<file path="config.mk">
export PLATFORM = sky130hd
export DESIGN_NAME = demux_dispatcher
export DESIGN_NICKNAME = d
export VERILOG_FILES = /design/src/rtl/demux_dispatcher.sv
export SDC_FILE = /design/constraint.sdc
export NUM_CORES = 1
export LEC_CHECK = 0
export ABC_AREA = 1
export CAP_MARGIN = 20
export CORE_UTILIZATION = 58
export CTS_CLUSTER_DIAMETER = 150
export DETAILED_ROUTE_END_ITERATION = 16
export PLACE_DENSITY = 0.85
export REMOVE_ABC_BUFFERS = 1
export SETUP_SLACK_MARGIN = 0.05
export SYNTH_ARGS = -nofsm -noshare
export SYNTH_HDL_FRONTEND = slang
export SYNTH_SLANG_ARGS = --single-unit
</file>
<file path="constraint.sdc">
create_clock -name clk -period 3.2 [get_ports clk]
set_input_delay 0.64 -clock clk [delete_from_list [all_inputs] [get_ports clk]]
set_output_delay 0.64 -clock clk [all_outputs]
set_load 0.005 [all_outputs]
</file>
<file path="src/rtl/demux_dispatcher.sv">
// Sequenced 1-to-4 demultiplexer: accepts one word at a time, routes it by explicit select or
// round-robin, holds it until the chosen consumer accepts it or an optional timeout drops it.
module demux_dispatcher #(
  parameter int unsigned W       = 4,
  parameter int unsigned TIMEOUT = 15
) (
  input  logic         clk,
  input  logic         rst,
  input  logic         in_valid,
  output logic         in_ready,
  input  logic [W-1:0] in_data,
  input  logic [1:0]   in_dest,
  input  logic         rr_mode,
  output logic [W-1:0] a,
  output logic [W-1:0] b,
  output logic [W-1:0] c,
  output logic [W-1:0] d,
  output logic [3:0]   out_valid,
  input  logic [3:0]   out_ready,
  output logic         busy,
  output logic         drop,
  input  logic [1:0]   cnt_sel,
  output logic [7:0]   cnt_out
);

  typedef enum logic [0:0] {StIdle, StDrive} state_e;

  localparam bit         TimeoutEn = (TIMEOUT != 0);
  localparam logic [7:0] LastWait  = 8'(TIMEOUT - 1);

  state_e         state_q;
  logic [W-1:0]   hold_q;
  logic [1:0]     sel_q;
  logic [1:0]     rr_ptr_q;
  logic [7:0]     wait_q;
  logic           drop_q;
  logic [7:0]     cnt_q [4];

  logic deliver;
  logic expire;

  assign deliver = out_ready[sel_q];
  // Delivery wins over a timeout landing in the same cycle.
  assign expire  = TimeoutEn && !deliver && (wait_q == LastWait);

  always_ff @(posedge clk or posedge rst) begin
    if (rst) begin
      state_q  <= StIdle;
      hold_q   <= '0;
      sel_q    <= '0;
      rr_ptr_q <= '0;
      wait_q   <= '0;
      drop_q   <= 1'b0;
      for (int i = 0; i < 4; i++) cnt_q[i] <= '0;
    end else begin
      drop_q <= 1'b0;
      unique case (state_q)
        StIdle: begin
          if (in_valid) begin
            state_q <= StDrive;
            hold_q  <= in_data;
            sel_q   <= rr_mode ? rr_ptr_q : in_dest;
            wait_q  <= '0;
            if (rr_mode) rr_ptr_q <= rr_ptr_q + 2'd1;
          end
        end
        StDrive: begin
          if (deliver) begin
            state_q <= StIdle;
            if (cnt_q[sel_q] != 8'hff) cnt_q[sel_q] <= cnt_q[sel_q] + 8'd1;
          end else if (expire) begin
            state_q <= StIdle;
            drop_q  <= 1'b1;
          end else begin
            wait_q <= wait_q + 8'd1;
          end
        end
        default: state_q <= StIdle;
      endcase
    end
  end

  assign in_ready = (state_q == StIdle);
  assign busy     = (state_q == StDrive);
  assign drop     = drop_q;
  assign cnt_out  = cnt_q[cnt_sel];

  always_comb begin
    out_valid = '0;
    a         = '0;
    b         = '0;
    c         = '0;
    d         = '0;
    if (busy) begin
      out_valid[sel_q] = 1'b1;
      unique case (sel_q)
        2'd0:    a = hold_q;
        2'd1:    b = hold_q;
        2'd2:    c = hold_q;
        default: d = hold_q;
      endcase
    end
  end

endmodule

</file>
==> results.json <==
{
  "instances_no_fill": 532,
  "start_util": 0.6135,
  "synth_top_family_by_area": "simple AND/OR/NAND/NOR gates",
  "muxShareOfSynthArea": 0,
  "die_w_um": 73.38,
  "route.vias.total": 2924,
  "fillers": 411,
  "status": "finished clean",
  "antenna_left": 0,
  "cts_max_path_buffers": 2,
  "antenna_found_initial": 0,
  "synthTopCellsByCount": "nand2_1, dfrtp_1, nor2_1",
  "yosys.area.top_type_share": 0.4234,
  "cts_tree": "built",
  "ys_seq_area_frac": 0.4234,
  "io_buffers": 46,
  "critPathLaunchType": "flop",
  "place_hpwl_um": 5216,
  "rsz0062_at_grt": "no",
  "ios": 47,
  "first_pass_iters": 5,
  "finalSetupViolations": 0,
  "max_slew.worst_pin.slew_ns": 0.5794,
  "ir_drop_mv": 0.4832,
  "ys_warn_count": 0,
  "async_flop_share": 1.000,
  "hold_class": "reg2reg",
  "routedWlPerCell_um": 14.21,
  "arrival_ns": 2.37,
  "ys.flop_type": "dfrtp_1",
  "drv_slew": 0,
  "grt_pass1_vias": 2786,
  "netlist_instances": 416,
  "post-route-min-period_ns": 3.015,
  "grt_max_degree": 29,
  "yosys-top-cells-area": "dfrtp_1, nand2_1, nor2_1",
  "antenna_cells": 0,
  "post-cts-setup-buffers": 0,
  "clkTransAtPathRegs_ns": 0.08,
  "synth_area_per_cell_um2": 7.104,
  "critPathMaxFanout": 18,
  "numClockSinks": 50,
  "fmax_mhz": 331.7,
  "place_congestion": 0.8547,
  "cap_violations": 0,
  "coreArea_um2": 4817,
  "syn_area_um2": 2955,
  "finalClockSkew_ns": 0.01316,
  "vias_per_cell": 5.496,
  "fin_ws_ns": 0.1851,
  "yosysMostFrequentCell": "nand2_1",
  "hold_viol": 0,
  "die_area_um2": 5385,
  "drc": 0,
  "place_inst": 524,
  "clk_latency_ns": 0.31,
  "fin_nets": 483,
  "synthAdderAreaFrac": 0.01270,
  "p_leak_uw": 0.001765,
  "synth_xor_area_frac": 0.02667,
  "synth-compound-area-share": 0.09441,
  "cp-end-kind": "output pin",
  "area_growth_pct": 20.49,
  "tns_ns": 0,
  "postSynthRegisterBits": 50,
  "cts_root_buffer": "clkbuf_8",
  "ys_types": 29,
  "die_h_um": 73.38,
  "timing.final.crit_share": 0.9422,
  "grt.total_usage": 0.3061,
  "cts_buffers": 5,
  "synth_top_area_cell": "dfrtp_1",
  "post-place-ws_ns": 0.2868,
  "cp_data_required_time_ns": 2.56,
  "htreeDepth": 2,
  "grt_pass1_wl_um": 12550,
  "p_per_area_nw_per_um2": 684.7,
  "drive_gt1_frac": 0.08817,
  "routed_wl_um": 7562,
  "critical_path_class": "reg2out",
  "row_count": 25,
  "synth_edf_count": 0,
  "grt_overflow": 0,
  "drt_iter0_drc": 296,
  "synth-simple-area-share": 0.3675,
  "power.total_uw": 2438,
  "slew_headroom": 0.6131
}
==> repair_timing <==
action / CTS / global route
hold buffers: 0 / 0
resized for setup: 1 / 0
endpoints found under the setup margin: 4 / 0
==> worst max-delay path, stage by stage (launching register included) <==
cell             delay (ns)
dfrtp_2                0.54
inv_2                  0.23
nor2_1                 0.29
inv_1                  0.13
nor2_1                 0.16
inv_1                  0.12
nor2_1                 0.10
clkdlybuf4s50_1        0.50
==> area by class of cell <==
cell class	count	area, um2	share of cell area
multi-input combinational	320	1481	0.4160
clock buffer	7	76.32	0.02143
inverter	35	131.4	0.03689
timing repair buffer	52	505.5	0.1420
clock inverter	1	30.03	0.008433
sequential	50	1252	0.3517
tap	67	83.83	0.02354
==> per-stage QoR <==
stage | utilization | instance area [um2] | hold slack (ns)
6_report | 0.7392 | 3561 | 0.4725
5_1_grt | 0.7392 | 3561 | 0.4992
4_1_cts | 0.7392 | 3561 | 0.4725
3_5_place_dp | 0.7169 | 3453 | 0.4574
3_3_place_gp | 0.7169 | 3453 | 0.4574
2_1_floorplan | - | 2864 | 0.4423
==> kinds of logic after synthesis <==
logic type	Yosys count
compound gates	52
flops	50
xor+xnor	9
simple gates	256
fa+ha+maj	3
buf+inv	46
==> final timing paths <==
path                                  start          end  slack, ns  cells after the start
max in group asynchronous               rst     sel_q[0]       1.82                      3
worst max-delay path               sel_q[0]         b[2]       0.19                      7
worst min-delay path            rr_ptr_q[1]  rr_ptr_q[1]       0.47                      1
worst min register to register  rr_ptr_q[1]  rr_ptr_q[1]       0.47                      1
worst max register to register     sel_q[1]    cnt_q[28]       0.87                     12
min in group asynchronous               rst    cnt_q[17]       0.71                      2
==> where the power goes <==
part	switching [uW]	leakage, uW	internal, uW
clock	211	0.0000524	234
sequential	138	0.000667	765
combinational	693	0.00105	396
==> cell usage in the layout (no fill, tap or decap) <==
master,instances
o21ai_0,23
dfrtp_1,49
nand2_2,7
clkbuf_8,5
nand3_1,3
nor3_1,2
o21ai_1,14
nand2_4,1
xor2_1,8
nor2_1,47
nor2_2,7
a21oi_1,2
nor2_8,1
clkinv_1,1
inv_2,5
inv_1,29
nand4_1,2
buf_4,6
nor2_4,3
nand2_1,177
ha_1,3
xnor2_1,1
clkbuf_1,2
clkdlybuf4s50_1,46
bufinv_16,1
nand3b_1,2
dfrtp_2,1
o22ai_1,12
o221ai_1,1
nand3_2,4
==> registers in the layout, indices dropped and copies added, names as in the netlist <==
name	count
rr_ptr_q	2
cnt_q	32
busy	1
hold_q	4
sel_q	2
wait_q	8
drop	1
==> routing by layer <==
metal / vias to the layer above / track usage / part of all wire / wire length, um
li1: 1392 / - / - / -
met1: 1395 / 0.3925 / 0.43 / 3215
met2: 123 / 0.5329 / 0.50 / 3816
met3: 14 / 0.04938 / 0.057 / 430
met4: 0 / 0.09188 / 0.013 / 99
met5: - / 0 / 0 / 0
Note: power is estimated with default switching activity, not from simulation.
